## config.mk

```make
export PLATFORM = sky130hd
export DESIGN_NAME = freq_gate_counter
export DESIGN_NICKNAME = d
export VERILOG_FILES = /design/src/rtl/freq_gate_counter_pkg.sv /design/src/rtl/freq_gate_counter_sync_edge.sv /design/src/rtl/freq_gate_counter.sv
export SDC_FILE = /design/constraint.sdc
export NUM_CORES = 1
export LEC_CHECK = 0
export CAP_MARGIN = 10
export CORE_ASPECT_RATIO = 0.8
export CORE_MARGIN = 10
export CORE_UTILIZATION = 50
export DETAILED_ROUTE_END_ITERATION = 10
export HOLD_SLACK_MARGIN = 0.05
export PLACE_DENSITY = 0.71
export RECOVER_POWER = 100
export SETUP_SLACK_MARGIN = 0.4
export SLEW_MARGIN = 20
export SYNTH_ARGS = -nofsm -noshare
export SYNTH_HDL_FRONTEND = slang
export SYNTH_SLANG_ARGS = --single-unit
```

## constraint.sdc

```tcl
create_clock -name CLK -period 5.2 [get_ports CLK]
set_input_delay 0.78 -clock CLK [delete_from_list [all_inputs] [get_ports CLK]]
set_output_delay 0.78 -clock CLK [all_outputs]
set_load 0.02 [all_outputs]
```

## src/rtl/freq_gate_counter_pkg.sv

```systemverilog
// Shared types and constants for the gated frequency counter.
// Build option: FREQ_GATE_COUNTER_OVF_SAT_EN selects saturating event count with overflow flag.
package freq_gate_counter_pkg;

  localparam int SYNC_STAGES = 2;

  typedef enum logic [1:0] {
    ST_IDLE = 2'd0,
    ST_GATE = 2'd1,
    ST_HOLD = 2'd2
  } state_t;

endpackage

```

## src/rtl/freq_gate_counter_sync_edge.sv

```systemverilog
// Brings the asynchronous signal under test into the CLK domain and emits a
// registered one-cycle pulse for every rising edge.
module freq_gate_counter_sync_edge
  import freq_gate_counter_pkg::*;
(
  input  logic clk,
  input  logic rst_n,
  input  logic sig_async,
  output logic edge_pulse
);

  logic [SYNC_STAGES-1:0] sync_q;
  logic                   prev_q;

  // The pulse is registered so it appears three CLK edges after the input rises.
  always_ff @(posedge clk or negedge rst_n) begin
    if (!rst_n) begin
      sync_q     <= '0;
      prev_q     <= 1'b0;
      edge_pulse <= 1'b0;
    end else begin
      sync_q     <= {sync_q[SYNC_STAGES-2:0], sig_async};
      prev_q     <= sync_q[SYNC_STAGES-1];
      edge_pulse <= sync_q[SYNC_STAGES-1] & ~prev_q;
    end
  end

endmodule

```

## src/rtl/freq_gate_counter.sv

```systemverilog
// Gated frequency counter: counts SIG_IN rising edges over GATE_CYCLES CLK cycles
// and hands the result over with a VALID/READY handshake. Option: FREQ_GATE_COUNTER_OVF_SAT_EN.
module freq_gate_counter
  import freq_gate_counter_pkg::*;
#(
  parameter int GATE_CYCLES = 10000000,
  parameter int CNT_W       = 32
) (
  input  logic             CLK,
  input  logic             RESETN,
  input  logic             SIG_IN,
  input  logic             START,
  input  logic             CONT,
  output logic             BUSY,
  output logic [CNT_W-1:0] COUNT,
  output logic             VALID,
  input  logic             READY,
  output logic             OVF
);

  localparam int                GATE_W    = (GATE_CYCLES > 2) ? $clog2(GATE_CYCLES) : 1;
  localparam logic [GATE_W-1:0] GATE_LAST = GATE_W'(GATE_CYCLES - 1);

  state_t             state, state_next;
  logic               edge_pulse;
  logic               gate_start;
  logic               gate_last;
  logic               evt_inc;
  logic [GATE_W-1:0]  gate_cnt;
  logic [CNT_W-1:0]   evt_cnt;
  logic [CNT_W-1:0]   evt_final;

  freq_gate_counter_sync_edge u_sync_edge (
    .clk        (CLK),
    .rst_n      (RESETN),
    .sig_async  (SIG_IN),
    .edge_pulse (edge_pulse)
  );

  always_ff @(posedge CLK or negedge RESETN) begin
    if (!RESETN) state <= ST_IDLE;
    else         state <= state_next;
  end

  always_comb begin
    state_next = state;
    unique case (state)
      ST_IDLE: if (START || CONT)        state_next = ST_GATE;
      ST_GATE: if (gate_cnt == GATE_LAST) state_next = ST_HOLD;
      ST_HOLD: if (READY)                state_next = CONT ? ST_GATE : ST_IDLE;
      default:                           state_next = ST_IDLE;
    endcase
  end

  always_comb begin
    BUSY       = (state == ST_GATE);
    VALID      = (state == ST_HOLD);
    gate_start = (state != ST_GATE) && (state_next == ST_GATE);
    gate_last  = (state == ST_GATE) && (gate_cnt == GATE_LAST);
    evt_inc    = (state == ST_GATE) && edge_pulse;
  end

`ifdef FREQ_GATE_COUNTER_OVF_SAT_EN
  logic ovf_flag;
  logic ovf_final;
  logic ovf_q;

  // Count sticks at all-ones; any further edge marks the gate as overflowed.
  always_comb begin
    evt_final = evt_cnt;
    ovf_final = ovf_flag;
    if (evt_inc) begin
      if (&evt_cnt) ovf_final = 1'b1;
      else          evt_final = evt_cnt + CNT_W'(1);
    end
  end

  always_ff @(posedge CLK or negedge RESETN) begin
    if (!RESETN) begin
      ovf_flag <= 1'b0;
      ovf_q    <= 1'b0;
    end else begin
      if (gate_start)             ovf_flag <= 1'b0;
      else if (state == ST_GATE)  ovf_flag <= ovf_final;
      if (gate_last)              ovf_q    <= ovf_final;
    end
  end

  assign OVF = ovf_q;
`else
  always_comb begin
    evt_final = evt_cnt + CNT_W'(evt_inc);
  end

  assign OVF = 1'b0;
`endif

  // The final gate cycle's edge is folded in through evt_final when COUNT latches.
  always_ff @(posedge CLK or negedge RESETN) begin
    if (!RESETN) begin
      gate_cnt <= '0;
      evt_cnt  <= '0;
      COUNT    <= '0;
    end else begin
      if (gate_start) begin
        gate_cnt <= '0;
        evt_cnt  <= '0;
      end else if (state == ST_GATE) begin
        gate_cnt <= gate_cnt + GATE_W'(1);
        evt_cnt  <= evt_final;
      end
      if (gate_last) COUNT <= evt_final;
    end
  end

endmodule

```

==> results.md <==
- Outcome: finished, violations left
- Failing checks: max-capacitance violations, max-slew violations
- Met3 wire length: 633 microns
- Final Power: 1.72 mW
- Post-route minimum period: 3.98 ns
- Sequential element share of the synthesized area: 50.6%
- Pwr/cell area: roughly 320 nW/um^2
- Max_cap viols: 2
- DR vias: roughly 3700
- Met1 WL: around 5.1 mm
- Total gr overflow: 0
- Fraction of power spent switching nets: about a quarter
- Input/output buffers: 39
- Final Setup Violations: 0
- EDFF count, synth: 0
- Worst-path clk slew: about 0.06 ns
- Crit Path Class: reg -> out
- Mapped Avg Cell Area: 9.32 sq um
- CTS root buf: clkbuf_16
- CP Data Required Time: 4.42 ns
- Global-route usage over all layers: 16.0%
- Post-synthesis async set-or-reset flop share: 100%
- RR Startpoint: state[1]$_DFF_PN0_
- CTS sink count: 94
- P_leak: 2.35 nW
- Skew final: 0.00786 ns
- Min-Delay Path Class: reg -> reg
- Synth-to-Final Area Change: 15.3%
- Crit Path Max Fanout: 40
- CP Capture Type: primary output
- Maximum clock path buffer count: 2
- Hold Path Sink: u_sync_edge.sync_q[1]$_DFF_PN0_
- Total wire length: slightly above 10 mm
- Final hold viol count: 0
- Flop pwr share: 49.6%
- Storage element area: between 2000 and 2500 sq um
- WL met2: 4.52 mm
- Maximum VDD drop: 0.000243 V
- Placer congestion estimate: 0.798
- Num CTS Buffers: 9
- Max_slew headroom: -73.6%
- Hold_sp: u_sync_edge.sync_q[0]$_DFF_PN0_
- Max Slew Vio Count: 90
- Synthesized Nets: 508
- DIE WIDTH: 128 microns
- H-tree depth: 3
- Worst R2R Setup Slack: 1.45 ns
- Number of global-route vias before repair: 3632
- Worst-Skew Late Latency: 0.34 ns
- Average wire per standard cell: 16.0 microns
- Hpwl dp: between 6 and 7 mm
- Top post-synthesis cells by area: dfrtp_1 (51%), o21ai_0 (6.9%), nand2_1 (6.1%), xor2_1 (4.1%), nand3_1 (3.4%)
- Top_reg_cell synth: dfrtp_1
- Yosys reg bits: 94
- Clock Power Share: 40.7%
- Combinational power share: 9.7%
- Final ANT Viol Nets: 0
- Setup Fix Bufs, Post-CTS: 0
- Core Rows: 31
- Die H: 106 microns
- Global-route wire length before repair: about 18 mm
- Post-CTS Hold Fix Bufs: 0
- Setup TNS: 0 ns
- Actual slew at the worst max-slew pin: 2.60 ns
- Initial core utilization: 51.3%
- Layout cells sized above 1: under 10%
- First-pass iteration count of the detailed router: 4
- Worst path arrival time: 3.20 ns
- Cells after synthesis: 499
- Pin count of the biggest net entering global routing: 62
- Area leader, netlist: dfrtp_1
- Yosys warning total: 0
- Int Power: 1.29 mW
- CP Launch Type: flip-flop
- # fillers: between 800 and 900
- Placed insts: approximately 630
- Die ar.: 13600 sq um
- Non-filler cells, final: 644
- Initial DRC Count: 334
- Cells on worst reg2reg path: 12
- Area of the core: between 9000 and 10000 sq um
- Cell variety after synth: 44
- Num ports: 41
- Post-CTS resize count: 0
- Top Layer Used: met4
- Post-synth top area share: approximately half
- Vias/cell: 5.68
- P_sw: 0.431 mW
- Worst r2r dst: COUNT[22]$_DFFE_PN0P_
- N_diodes: 0
- DRC: 0
- Max Freq: 251 MHz
- Initial antenna violation count: 0
- Mapped Area: around 4700 sq um
- CTS tree: done
- Nets: 533
- RSZ-0062 raised after global routing: no
- Fin crit share: 76.6%
- Multi-input gate area: between 2000 and 2500 sq um
- Worst Hold Depth: 0
-- registers in the layout (all words and copies together), names as in the netlist --
signal                  flops
u_sync_edge.prev_q          1
evt_cnt                    32
u_sync_edge.edge_pulse      1
u_sync_edge.sync_q          2
COUNT                      32
gate_cnt                   24
state                       2
-- power groups by stage --
stage	clock [mW]	combinational, mW	sequential [mW]
3_5_place_dp	0	0.170	0.864
4_1_cts	0.720	0.172	0.852
2_1_floorplan	0	0.125	0.845
6_report	0.701	0.167	0.853
5_1_grt	0.756	0.195	0.863
3_3_place_gp	0	0.161	0.861
-- synthesized netlist by cell type, types with 2 or more instances --
cell type / count
and3_1: 8
nand4_1: 15
or3_1: 5
o21ai_0: 64
a31oi_1: 9
nor4_2: 4
buf_2: 5
nand2_1: 76
a21oi_1: 17
buf_1: 2
o22ai_1: 9
ha_1: 3
xor2_1: 22
nor4_1: 2
and4_1: 2
mux2_4: 4
dfrtp_1: 94
xnor2_1: 9
inv_1: 17
nor3_1: 5
nor2_1: 18
clkbuf_1: 21
nand2b_1: 3
o31ai_1: 18
and2_1: 3
nand4b_1: 2
mux2i_1: 9
or2_2: 2
o211ai_1: 5
nand3_1: 32
-- worst max path at each step --
stage,cells past startpoint,end,slack [ns],start
after floorplan,13,evt_cnt[20]$_DFFE_PN0P_,2.16,state[1]$_DFF_PN0_
after global placement,11,COUNT[28]$_DFFE_PN0P_,2.42,state[1]$_DFF_PN0_
after detailed placement,11,COUNT[26]$_DFFE_PN0P_,2.31,state[1]$_DFF_PN0_
after CTS,5,BUSY,2.06,state[1]$_DFF_PN0_
after global routing,5,BUSY,0.97,state[1]$_DFF_PN0_
final,5,BUSY,1.22,state[1]$_DFF_PN0_
-- logic make-up (layout without fill, tap and decap cells) --
family | after synthesis | count (layout) | synth area share [%]
xor+xnor | 31 | 31 | 5.84
flops | 94 | 94 | 50.6
compound gates | 127 | 127 | 15.7
mux | 13 | 13 | 3.23
simple gates | 183 | 183 | 19.6
other cells | 1 | 1 | 0.0806
fa+ha+maj | 3 | 3 | 0.807
buf+inv | 47 | 77 | 4.17
-- critical path: stages, from the launching register on --
cell and delay [ns]:
dfrtp_1 0.38, nand2b_1 0.12, clkbuf_1 1.25, inv_1 0.15
buf_4 0.35, clkdlybuf4s50_1 0.59
-- per-layer routing --
layer  GRT usage, %  vias to the layer above
met5              0                        -
met4           4.01                        0
met3           5.66                        6
met2           23.5                       74
met1           22.1                     1768
li1               -                     1811
-- per-stage QoR --
step / area, sq um / utilization (%) / worst slack [ns] / hold WS (ns)
2_1_floorplan: 4650 / - / 2.16 / 0.331
3_3_place_gp: 5090 / 56.1 / 2.42 / 0.335
3_5_place_dp: 5090 / 56.1 / 2.31 / 0.343
4_1_cts: 5410 / 59.6 / 2.06 / 0.356
5_1_grt: 5360 / 59.1 / 0.974 / 0.363
6_report: 5360 / 59.1 / 1.22 / 0.352
-- cell type report --
type / count / area share (%)
sequential: 94 / 43.9
multi-input combinational: 358 / 38.7
timing repair buffer: 44 / 7.67
clock buffer: 13 / 4.67
tap: 115 / 2.68
clock inverter: 3 / 1.26
inverter: 17 / 1.19
-- layout by cell type (no fill, tap or decap), types with 5 or more instances in the layout --
master / n
nand3_1: 32
and3_1: 8
nor3_1: 6
mux2i_1: 9
o211ai_1: 5
inv_1: 17
o22ai_1: 9
xor2_1: 22
dlygate4sd3_1: 35
nor2_1: 18
nand4_1: 15
o31ai_1: 18
xnor2_1: 9
o21ai_0: 64
nand2_1: 76
clkbuf_1: 6
a21oi_1: 17
a31oi_1: 9
dfrtp_1: 94
clkbuf_16: 9
Power figures use the tool's default switching activity.
